File: src/rtl/pixel_defs.sv
// Shared pixel/batch geometry and producer FSM encodings.
// Used by batch_consumer and the pixel processor.
package pixel_defs;

    localparam int SCREEN_WIDTH      = 640;
    localparam int SCREEN_HEIGHT     = 480;
    localparam int NUM_PIXELS        = 8;
    localparam int PIXEL_WIDTH       = 12;
    localparam int BATCHES_PER_FRAME =
        SCREEN_WIDTH * SCREEN_HEIGHT / NUM_PIXELS;
    localparam int BATCH_CNT_WIDTH   = 16;

    typedef enum logic [1:0] {
        ST_IDLE        = 2'd0,
        ST_WAIT_RESULT = 2'd1,
        ST_ACK         = 2'd2,
        ST_DONE        = 2'd3
    } prod_state_t;

endpackage

File: src/rtl/batch_pingpong.sv
// Two-slot batch store with write/read pointers and occupancy.
// Caller guarantees no write when full and no free when empty.
module batch_pingpong #(
    parameter int NUM_PIXELS  = pixel_defs::NUM_PIXELS,
    parameter int PIXEL_WIDTH = pixel_defs::PIXEL_WIDTH
) (
    input  logic                              clk,
    input  logic                              reset,
    input  logic                              clear,
    input  logic                              wr_en,
    input  logic [NUM_PIXELS*PIXEL_WIDTH-1:0] wr_data,
    input  logic                              rd_free,
    output logic [NUM_PIXELS*PIXEL_WIDTH-1:0] rd_data,
    output logic                              full,
    output logic                              empty
);
    import pixel_defs::*;

    localparam int BATCH_W = NUM_PIXELS * PIXEL_WIDTH;

    logic [BATCH_W-1:0] slot_q [2];
    logic               wr_ptr_q;
    logic               rd_ptr_q;
    logic [1:0]         occ_q;

    // Pointers and occupancy; clear drops any buffered batches.
    always_ff @(posedge clk or posedge reset) begin
        if (reset) begin
            wr_ptr_q <= 1'b0;
            rd_ptr_q <= 1'b0;
            occ_q    <= 2'd0;
        end else if (clear) begin
            wr_ptr_q <= 1'b0;
            rd_ptr_q <= 1'b0;
            occ_q    <= 2'd0;
        end else begin
            if (wr_en)
                wr_ptr_q <= ~wr_ptr_q;
            if (rd_free)
                rd_ptr_q <= ~rd_ptr_q;
            case ({wr_en, rd_free})
                2'b10:   occ_q <= occ_q + 2'd1;
                2'b01:   occ_q <= occ_q - 2'd1;
                default: occ_q <= occ_q;
            endcase
        end
    end

    // Slot data needs no reset: occupancy alone decides validity.
    always_ff @(posedge clk) begin
        if (wr_en)
            slot_q[wr_ptr_q] <= wr_data;
    end

    assign rd_data = slot_q[rd_ptr_q];
    assign full    = (occ_q == 2'd2);
    assign empty   = (occ_q == 2'd0);

endmodule

File: src/rtl/batch_consumer.sv
// Buffers pixel batches from the processor and streams pixels
// to the display, one per request, with 1-cycle latency.
module batch_consumer #(
    parameter int NUM_PIXELS        = pixel_defs::NUM_PIXELS,
    parameter int PIXEL_WIDTH       = pixel_defs::PIXEL_WIDTH,
    parameter int BATCHES_PER_FRAME = pixel_defs::BATCHES_PER_FRAME
) (
    input  logic                              clk,
    input  logic                              reset,
    input  logic [NUM_PIXELS*PIXEL_WIDTH-1:0] result,
    input  logic                              result_ready,
    output logic                              new_frame,
    output logic                              start_next_batch,
    input  logic                              frame_start,
    input  logic                              pixel_request,
    output logic [PIXEL_WIDTH-1:0]            pixel_out,
    output logic                              pixel_valid,
    output logic                              underrun
);
    import pixel_defs::*;

    localparam int BATCH_W = NUM_PIXELS * PIXEL_WIDTH;
    localparam int IDX_W   =
        (NUM_PIXELS > 1) ? $clog2(NUM_PIXELS) : 1;
    localparam logic [IDX_W-1:0] IDX_LAST =
        IDX_W'(NUM_PIXELS - 1);
    localparam logic [BATCH_CNT_WIDTH-1:0] CNT_LAST =
        BATCH_CNT_WIDTH'(BATCHES_PER_FRAME);

    prod_state_t                state_q;
    prod_state_t                state_d;
    logic [BATCH_CNT_WIDTH-1:0] batch_cnt_q;
    logic [IDX_W-1:0]           idx_q;
    logic                       capture;
    logic                       slot_free;
    logic                       buf_full;
    logic                       buf_empty;
    logic [BATCH_W-1:0]         rd_batch;
    logic [PIXEL_WIDTH-1:0]     pixels [NUM_PIXELS];

    assign slot_free = !frame_start && pixel_request &&
                       !buf_empty && (idx_q == IDX_LAST);

    batch_pingpong #(
        .NUM_PIXELS  (NUM_PIXELS),
        .PIXEL_WIDTH (PIXEL_WIDTH)
    ) u_pingpong (
        .clk     (clk),
        .reset   (reset),
        .clear   (frame_start),
        .wr_en   (capture),
        .wr_data (result),
        .rd_free (slot_free),
        .rd_data (rd_batch),
        .full    (buf_full),
        .empty   (buf_empty)
    );

    // Producer FSM state register.
    always_ff @(posedge clk or posedge reset) begin
        if (reset)
            state_q <= ST_IDLE;
        else
            state_q <= state_d;
    end

    // Next state; frame_start overrides every state.
    always_comb begin
        state_d = state_q;
        if (frame_start) begin
            state_d = ST_WAIT_RESULT;
        end else begin
            unique case (state_q)
                ST_IDLE:        state_d = ST_IDLE;
                ST_WAIT_RESULT:
                    if (result_ready && !buf_full)
                        state_d = ST_ACK;
                ST_ACK:
                    state_d = (batch_cnt_q == CNT_LAST) ?
                              ST_DONE : ST_WAIT_RESULT;
                ST_DONE:        state_d = ST_DONE;
                default:        state_d = ST_IDLE;
            endcase
        end
    end

    // Capture only in WAIT_RESULT, using pre-edge occupancy.
    always_comb begin
        capture = 1'b0;
        unique case (state_q)
            ST_WAIT_RESULT:
                capture = !frame_start && result_ready && !buf_full;
            default:
                capture = 1'b0;
        endcase
    end

    // Registered handshake pulses and the per-frame batch count.
    always_ff @(posedge clk or posedge reset) begin
        if (reset) begin
            new_frame        <= 1'b0;
            start_next_batch <= 1'b0;
            batch_cnt_q      <= '0;
        end else begin
            new_frame        <= frame_start;
            start_next_batch <= capture;
            if (frame_start)
                batch_cnt_q <= '0;
            else if (capture)
                batch_cnt_q <= batch_cnt_q + 1'b1;
        end
    end

    // Split the read slot into individual pixels.
    always_comb begin
        for (int i = 0; i < NUM_PIXELS; i++)
            pixels[i] = rd_batch[i*PIXEL_WIDTH +: PIXEL_WIDTH];
    end

    // Pixel output mux, index advance and sticky underrun.
    always_ff @(posedge clk or posedge reset) begin
        if (reset) begin
            pixel_out   <= '0;
            pixel_valid <= 1'b0;
            idx_q       <= '0;
            underrun    <= 1'b0;
        end else if (frame_start) begin
            pixel_valid <= 1'b0;
            idx_q       <= '0;
            underrun    <= 1'b0;
        end else if (pixel_request) begin
            if (!buf_empty) begin
                pixel_out   <= pixels[idx_q];
                pixel_valid <= 1'b1;
                idx_q       <= (idx_q == IDX_LAST) ?
                               '0 : idx_q + IDX_W'(1);
            end else begin
                pixel_out   <= '0;
                pixel_valid <= 1'b0;
                underrun    <= 1'b1;
            end
        end else begin
            pixel_valid <= 1'b0;
        end
    end

endmodule

File: config.mk
export PLATFORM = sky130hd
export DESIGN_NAME = batch_consumer
export DESIGN_NICKNAME = d
export VERILOG_FILES = /design/src/rtl/pixel_defs.sv /design/src/rtl/batch_pingpong.sv /design/src/rtl/batch_consumer.sv
export SDC_FILE = /design/constraint.sdc
export NUM_CORES = 1
export LEC_CHECK = 0
export ABC_AREA = 1
export ABC_CLOCK_PERIOD_IN_PS = 5940
export CORE_MARGIN = 2
export CORE_UTILIZATION = 45
export DETAILED_ROUTE_END_ITERATION = 10
export PLACE_DENSITY = 0.8
export SETUP_SLACK_MARGIN = 0.05
export SYNTH_ARGS = -nofsm -noshare
export SYNTH_HDL_FRONTEND = slang
export SYNTH_HIERARCHICAL = 1
export SYNTH_SLANG_ARGS = --single-unit
File: constraint.sdc
create_clock -name clk -period 5.94 [get_ports clk]
set_clock_uncertainty 0.2 [all_clocks]
set_input_delay 0.891 -clock clk [delete_from_list [all_inputs] [get_ports clk]]
set_output_delay 0.891 -clock clk [all_outputs]
set_load 0.05 [all_outputs]
==> qor.txt, run 1 <==
count leader, synth - edfxtp_1
worst rel slew slack - 34.8%
Final min period - 3370 ps
max-cap violations - 0
Syn Inst Count - 734
CTS tree - yes
Critical Path AT - 3310 ps
DP HPWL - 13700 µm
top post-synthesis cells by count - 192 x edfxtp_1, 107 x nor2_1, 78 x mux2_2
Synth area leaders - edfxtp_1 59%, dfrtp_1 10%, mux2_2 8.9%
final worst path period share - 56.7%
Syn Area/Cell - 13.4 µm²
deepest clock path buffer count - 3
Setup TNS - 0 ps
element type at the critical path end - flop
vias in the first global route - 6171
final slew viol count - 0
Yosys Warn Count - 6
CP max FO - 40
post-cts resize count - 0
drt first pass iters - 5
crit start category - primary input
GR Util All Layers - 18.0%
Post-synth ARST share - 17.6%
Leak Pwr - 4.31 nW
drt drc - 0
wire per inst - 18.3 µm
Final Hold Viols - 0
H-Tree Depth - 1
Vias - 6031
Worst-path clk slew - 60 ps
CP top delay family - buffers and inverters
first-pass GRT wire length - 32900 µm
Worst path most repeated cell - nor2_4
CP max stage cell - nor2_4
Clock Root Buffer - clkbuf_16
grt ovf - 0
initial antenna violation count - 1
power per cell area - 327 mW/mm²
post-synth cell types - 27
ANT nets after route - 0
Mapped Area - 0.00984 mm²
WS Path Type - in2reg
cts-stage hold buffer count - 0
RSZ-0062 raised after global routing - no
GP Congestion - 0.870
CP Cell Sequence - clkdlybuf4s50_1 > nor2_2 > nand2_2 > nor2_4 > inv_1 > nor2_4 > buf_4
status - completed
top achievable clock speed - 297 MHz
Max IR drop VDD - 0.247 mV
Initial DRC Count - 585
Core ar. - 0.0216 mm²
CTS buffer count - 24
PortBufs - 116
top-level I/O count - 117
sequential-to-total area share from yosys stat - 69.0%
Setup Fix Bufs, Post-CTS - 0
utilization after layout - 55.6%
worst-margin pin slew - 978 ps
setup violators final - 0
P&R area growth vs syn - 22.2%
post-synth net total - 839
Hold Crit Class - reg2reg
cell row count - 54
flop and latch count out of synthesis - 233
highest cell delay on the worst timing path - 590 ps
Critical path buffers and inverters - 3
worst-skew pair later-pin latency - 510 ps
Die W - 152 µm
Initial Util - 45.5%
largest area contributor in the netlist - edfxtp_1
post-synth top area share - 58.6%
drt total wl - 21100 µm
Clock Sinks - 233
Die H - 152 µm
layout cells sized above 1 - 17.5%
via/cell ratio - 5.24
die area - 0.0231 mm²
data required time of the critical path - 5880 ps
largest net degree at the start of global routing - 65
final net count - 957
Post-synth EDFFs - 192
Main synth FF type - edfxtp_1
==> metal layers <==
metal	global-route usage [%]	share of wire [%]	wire length [µm]
met1	24.0	42	8850
met2	30.4	49	10400
met3	3.11	6.2	1310
met4	5.79	2.5	520
met5	0	0	0
==> metrics by stage <==
| step | instances | area, µm² | power, mW | hold slack, ps | worst slack, ps |
|---|---|---|---|---|---|
| 4_1_cts | 1150 | 12000 | 3.97 | 319 | 2560 |
| 2_1_floorplan | 734 | 9840 | 2.29 | 276 | 1420 |
| 3_5_place_dp | 1106 | 11200 | 2.51 | 304 | 2040 |
| 6_report | 1151 | 12000 | 3.93 | 323 | 2570 |
| 5_1_grt | 1151 | 12000 | 4.08 | 347 | 2330 |
| 3_3_place_gp | 1106 | 11200 | 2.50 | 303 | 2080 |
==> state kept, by name (all words and copies together), names as in the netlist <==
register	count
pixel_valid	1
batch_cnt_q	16
new_frame	1
u_pingpong/slot_q	192
u_pingpong/rd_ptr_q	1
idx_q	3
u_pingpong/wr_ptr_q	1
pixel_out	12
start_next_batch	1
u_pingpong/occ_q	2
state_q	2
underrun	1
==> cells by family after synthesis <==
logic type | synth area share, %
flip-flops | 69.0
buffers and inverters | 3.46
AND/OR/NAND/NOR | 10.3
multiplexers | 11.7
AO/OA/AOI/OAI | 5.05
adder cells (fa/ha/maj) | 0.509
==> final timing paths <==
check	start	endpoint	slack [ps]	depth (start not counted)
max in group asynchronous	reset	pixel_out[10]	4540	3
setup / recovery	frame_start	u_pingpong/slot_q[0][55]	2570	7
hold / removal	pixel_out[6]	pixel_out[6]	320	2
min in group asynchronous	reset	u_pingpong/occ_q[1]	410	2
setup reg to reg	u_pingpong/rd_ptr_q	pixel_out[10]	2970	8
hold reg to reg	pixel_out[6]	pixel_out[6]	320	2
==> worst reg2reg max path, cell delays in order, from the launching register on <==
cell and delay (ps):
dfrtp_4 1030, buf_4 640, mux2_2 400, nor2_1 90, nor2_1 40, o21ai_0 130
o211ai_1 160, nand3_1 100, nand2_1 60
==> cells in the final DEF (no fill, tap or decap), types with 3 or more instances in the layout <==
| cell type | count |
|---|---|
| nand3_1 | 36 |
| nand2_2 | 3 |
| clkinv_1 | 10 |
| mux2_4 | 18 |
| nor2_1 | 106 |
| buf_4 | 6 |
| edfxtp_1 | 192 |
| o21ai_1 | 13 |
| clkdlybuf4s50_1 | 116 |
| o21ai_0 | 57 |
| nand4_1 | 8 |
| ha_1 | 4 |
| nor2_2 | 5 |
| a21oi_1 | 8 |
| nor2_4 | 3 |
| clkbuf_16 | 25 |
| clkinvlp_4 | 3 |
| nand2_1 | 70 |
| o211ai_1 | 13 |
| dfrtp_1 | 40 |
| inv_1 | 40 |
| mux2_2 | 78 |
==> final cells by class <==
| cell class | instances | area [µm²] |
|---|---|---|
| Clock inverter | 18 | 143 |
| Tap cell | 280 | 350 |
| Fill cell | 1721 | 9600 |
| Antenna cell | 1 | 2.50 |
| Sequential cell | 233 | 6800 |
| Multi-Input combinational cell | 428 | 2710 |
| Timing Repair Buffer | 123 | 1230 |
| Clock buffer | 26 | 629 |
| Inverter | 42 | 159 |
==> where the power goes <==
part	internal (mW)	switching [mW]
Sequential	1.88	0.0489
Clock	0.852	0.599
Combinational	0.206	0.351
Total	2.93	0.999
No activity file was read; power rests on OpenSTA's default activity.
==> run 2: changes to the inputs <==
--- a/config.mk
+++ b/config.mk
@@ -6,11 +6,11 @@
 export NUM_CORES = 1
 export LEC_CHECK = 0
 export ABC_AREA = 1
-export ABC_CLOCK_PERIOD_IN_PS = 5940
+export ABC_CLOCK_PERIOD_IN_PS = 3200
 export CORE_MARGIN = 2
 export CORE_UTILIZATION = 45
 export DETAILED_ROUTE_END_ITERATION = 10
-export PLACE_DENSITY = 0.8
+export PLACE_DENSITY = 0.78
 export SETUP_SLACK_MARGIN = 0.05
 export SYNTH_ARGS = -nofsm -noshare
 export SYNTH_HDL_FRONTEND = slang
==> constraint.sdc (replaced) <==
create_clock -name clk -period 3.2 [get_ports clk]
set_clock_uncertainty 0.2 [all_clocks]
set_input_delay 0.48 -clock clk [delete_from_list [all_inputs] [get_ports clk]]
set_output_delay 0.48 -clock clk [all_outputs]
set_load 0.05 [all_outputs]
==> run 2 against run 1 <==
  * First-iteration DRC count down 12%
  * Utilization up 0.78 points
  * Power up 91%
  * Final cell count up 0.35%
  * Via count up 0.58%
  * Clock power up 98%
  * Sequential power up 85%
  * Sequential share of layout area down 0.78 points
  * Sequential cell count unchanged
  * Global-route usage up 0.35 points
  * Worst setup slack worse by 1800 ps
  * Register-to-register slack worse by 2100 ps
  * Largest cell class unchanged
==> qor.txt, run 2 (synthesis results as in run 1) <==
ANT nets after route - 0 (unchanged)
Top reg by flops - u_pingpong/slot_q
Critical Path Sink - pixel_out[3]
first-pass GRT wire length - 33400 µm (+1.6%)
top achievable clock speed - 412 MHz
Initial Util - 45.5% (unchanged)
Clock Root Buffer - clkbuf_16
final worst path period share - 75.9%
DP HPWL - 14300 µm (+4.0%)
deepest clock path buffer count - 3 (unchanged)
largest net degree at the start of global routing - 58 (-11%)
P&R area growth vs syn - 23.9%
cts-stage hold buffer count - 0 (unchanged)
H-Tree Depth - 1 (unchanged)
final net count - 963 (+0.63%)
highest cell delay on the worst timing path - 870 ps (+280 ps)
Hold Crit Class - in2async
Max IR drop VDD - 0.526 mV (+110%)
CP top delay family - buffers and inverters
max FFs per register - 192 (unchanged)
drt total wl - 21300 µm (+1.1%)
WS Path Type - reg2out
Worst-path clk slew - 60 ps (about the same)
RSZ-0062 raised after global routing - no
R2R Setup Slk - 890 ps (-2080 ps)
vias in the first global route - 6144 (-0.44%)
Worst Setup SP - pixel_out[3]
FF-to-FF End - pixel_out[6]
CTS buffer count - 24 (unchanged)
Clk network pwr share - 38.3% (+1.4 points)
worst-skew pair later-pin latency - 510 ps (about the same)
initial antenna violation count - 0 (-1)
Inst Count DP - 1112 (+0.54%)
Clock Sinks - 233 (unchanged)
Final min period - 2430 ps
Core ar. - 0.0216 mm² (unchanged)
top-level I/O count - 117 (unchanged)
worst-margin pin slew - 652 ps (-326 ps)
Final Power - 7.49 mW (+91%)
start of the worst register-to-register path - u_pingpong/rd_ptr_q
post-route insts no fill - 1155 (+0.35%)
Setup TNS - 0 ps (unchanged)
CP max stage cell - clkdlybuf4s50_1
power per cell area - 615 mW/mm² (+88%)
critical path depth in cells - 1 (-6)
largest registers - u_pingpong/slot_q (192), batch_cnt_q (16), pixel_out (12)
drt first pass iters - 5 (unchanged)
Critical path buffers and inverters - 1 (-2)
most common cell after layout, fill and taps aside - edfxtp_1
commonest cells after routing, fill and taps aside - 192 x edfxtp_1, 116 x clkdlybuf4s50_1, 106 x nor2_1
Critical Path AT - 1750 ps (-1560 ps)
drt drc - 0 (unchanged)
utilization after layout - 56.4% (+0.78 points)
Reg power frac - 47.7% (-1.3 points)
Initial DRC Count - 514 (-12%)
via/cell ratio - 5.25 (+0.23%)
CP max FO - 2 (-95%)
layout cells sized above 1 - 18.4% (+0.93 points)
CTS tree - yes
die area - 0.0231 mm² (unchanged)
GR Util All Layers - 18.4% (+0.35 points)
element type at the critical path end - output pin
fillcell total - 1726 (+0.29%)
net load switching power - 1.85 mW (+85%)
Register-to-Register Path Depth - 8 (unchanged)
cell row count - 54 (unchanged)
post-cts resize count - 0 (unchanged)
GP Congestion - 0.830 (-4.6%)
Die H - 152 µm (unchanged)
Pint - 5.65 mW (+92%)
grt ovf - 0 (unchanged)
Die W - 152 µm (unchanged)
Vias - 6066 (+0.58%)
CP Cell Sequence - clkdlybuf4s50_1
crit start category - flop
Setup Fix Bufs, Post-CTS - 0 (unchanged)
worst rel slew slack - 56.5% (+22 points)
setup violators final - 0 (unchanged)
max-cap violations - 0 (unchanged)
Comb power frac - 14.0% (about the same)
status - completed
PortBufs - 116 (unchanged)
ANT cells - 0 (-1)
final slew viol count - 0 (unchanged)
Final Hold Viols - 0 (unchanged)
data required time of the critical path - 2520 ps (-3360 ps)
sw frac - 24.7% (-0.73 points)
Leak Pwr - 4.38 nW (+1.7%)
wire per inst - 18.5 µm (+0.70%)
run 2: how the worst min path moves through the flow:
| stage | cells after the start | startpoint | slack [ps] | end |
|---|---|---|---|---|
| global placement | 2 | pixel_out[3] | 270 | pixel_out[3] |
| detailed placement | 2 | pixel_out[3] | 270 | pixel_out[3] |
| floorplan | 1 | reset | 50 | u_pingpong/occ_q[0] |
| finish | 2 | reset | 10 | u_pingpong/rd_ptr_q |
| CTS | 2 | reset | 10 | u_pingpong/occ_q[0] |
| global route | 2 | reset | 20 | u_pingpong/wr_ptr_q |
run 2: cell type report:
class                   instances  area [µm²]  area share (%)
clock buffers                  30         654            5.37
clock inverters                13         166            1.37
inverters                      42         161            1.32
multi-input cells             428        2710            22.3
flip-flops and latches        233        6800            55.8
well taps                     280         350            2.87
repair buffers                129        1350            11.0
run 2: layer usage:
| layer | part of all wire [%] | wire (µm) | global-route usage [%] |
|---|---|---|---|
| met1 | 41 | 8720 | 23.7 |
| met2 | 51 | 10900 | 32.1 |
| met4 | 2.4 | 504 | 5.21 |
| met3 | 5.7 | 1220 | 3.22 |
| met5 | 0 | 0 | 0 |
run 2: per-stage QoR:
stage | hold slack [ps] | instance area [µm²] | setup WS (ps)
after global placement | 268 | 11400 | 667
after global routing | 23.0 | 12200 | 721
after floorplan | 46.1 | 9850 | 164
final | 10.9 | 12200 | 770
after CTS | 11.5 | 12200 | 758
after detailed placement | 269 | 11400 | 648
run 2: power by group through the flow:
stage | sequential, mW | clock [mW] | combinational, mW
CTS | 3.58 | 2.91 | 1.06
floorplan | 3.79 | 0 | 0.451
global placement | 3.63 | 0 | 1.03
detailed placement | 3.64 | 0 | 1.05
finish | 3.58 | 2.87 | 1.05
global route | 3.59 | 3.06 | 1.13
==> RTL change (config.mk and constraints of run 1) <==
Re-encode `prod_state_t` (4 states) as one-hot, 4 bits wide.
--- a/src/rtl/pixel_defs.sv
+++ b/src/rtl/pixel_defs.sv
@@ -10,11 +10,11 @@
         SCREEN_WIDTH * SCREEN_HEIGHT / NUM_PIXELS;
     localparam int BATCH_CNT_WIDTH   = 16;
 
-    typedef enum logic [1:0] {
-        ST_IDLE        = 2'd0,
-        ST_WAIT_RESULT = 2'd1,
-        ST_ACK         = 2'd2,
-        ST_DONE        = 2'd3
+    typedef enum logic [3:0] {
+        ST_IDLE        = 4'b0001,
+        ST_WAIT_RESULT = 4'b0010,
+        ST_ACK         = 4'b0100,
+        ST_DONE        = 4'b1000
     } prod_state_t;
 
 endpackage
Function: same outputs for any inputs over 4 cycles, from zero or initial values and one cycle with reset high; so few cycles prove little.
==> RTL change against run 1 <==
  * Total power is 1.5% higher
  * Sequential cell count is 2 higher
  * Setup slack worse by 0.24 ns
  * Sequential share of layout area is 0.54 points lower
  * Global-route usage is 0.29 points higher
  * Highest routed layer unchanged
  * Wire length is 3.7% higher
  * Cell area is 1.7% higher
  * Maximum frequency is 6.7% lower
  * Die area is 2.0% higher
  * Area after synthesis is 2.0% higher
==> RTL change: results (changes against run 1) <==
| Metric | Value |
|---|---|
| Post-synthesis compound-gate area fraction | 4.463% (-0.59 points) |
| WHS | 0.3154 ns (-0.007116 ns) |
| Psw | 1.021 mW (+2.2%) |
| Total Nets Final | 991 (+3.6%) |
| Met2 wire length | 10610 um (+1.7%) |
| Per-cell routed wire length | 18.50 um (+0.85%) |
| Reg2Reg Capture Point | u_pingpong/slot_q[0][60] |
| Syn Area/Cell | 13.10 um^2 (-2.2%) |
| Worst slack at placement | 1.829 ns (-0.2074 ns) |
| Initial DRC count | 621 (+6.2%) |
| Status | finished clean |
| CP arrival | 3.59 ns (+0.28 ns) |
| Inst Count DP | 1139 (+3.0%) |
| Largest net degree at the start of global routing | 52 (-20%) |
| WHS Endpoint | pixel_out[11] |
| M1 wire length | 9174 um (+3.7%) |
| Ant diodes | 0 (-1) |
| Synth Area in Adders | 0.4987% (-0.010 points) |
| Sequential area share after synthesis | 68.18% (-0.86 points) |
| Layout cells sized above 1 | 17.59% (+0.12 points) |
| Sw Ratio | 25.58% (+0.19 points) |
| Vias in the first global route | 6235 (+1.0%) |
| GRT met3 Usage | 2.694% (-0.42 points) |
| Netlist cell types | 30 (+11%) |
| Initial antenna violation count | 0 (-1) |
| Leakage | 4.441 nW (+3.1%) |
| GR met1 Demand/Resource | 25.11% (+1.1 points) |
| Post-DP HPWL | 14310 um (+4.1%) |
| Placer Congestion | 0.8746 (+0.56%) |
| P_clk | 1.50 mW (+3%) |
| Synth async-reset ratio | 18.30% (+0.70 points) |
| Synth Net Count | 871 (+3.8%) |
| Part of the power in registers | 48.4% (-0.6 points) |
| Min-delay src | pixel_out[11] |
| Synth area leaders | edfxtp_1 57%, dfrtp_1 10%, mux2_2 8.8% |
| Top cells by count, synth | 192 x edfxtp_1, 114 x nor2_1, 85 x nand2_1, 78 x mux2_2, 52 x o21ai_0 |
| Total GRT Usage | 18.31% (+0.29 points) |
| Met2 usage | 30.53% (+0.18 points) |
## RTL change: changes by cell type in the layout (fill, tap and decap cells not counted), moves of 5 or more
cell,before,now
nor2_1,106,113
clkbuf_1,1,7
nand2_1,70,85
inv_1,40,45
clkinv_1,10,0
o21ai_0,57,52
nand3_1,36,44
## RTL change: worst max path at each step
stage,from,end,slack (ns)
after floorplan,frame_start,u_pingpong/slot_q[0][0],1.42
after global placement,frame_start,u_pingpong/slot_q[0][60],1.87
after detailed placement,frame_start,u_pingpong/slot_q[0][57],1.83
after CTS,frame_start,u_pingpong/slot_q[0][57],2.35
after global routing,frame_start,u_pingpong/slot_q[0][57],2.17
final,frame_start,u_pingpong/slot_q[0][60],2.33
## RTL change: area by class of cell
| cell class | count | area, um^2 |
|---|---|---|
| timing repair buffer | 125 | 1241 |
| inverter | 48 | 185.2 |
| clock inverter | 12 | 125.1 |
| sequential | 235 | 6847 |
| fill | 1776 | 9666 |
| multi-input combinational | 451 | 2811 |
| tap | 280 | 350.3 |
| clock buffer | 33 | 665.6 |
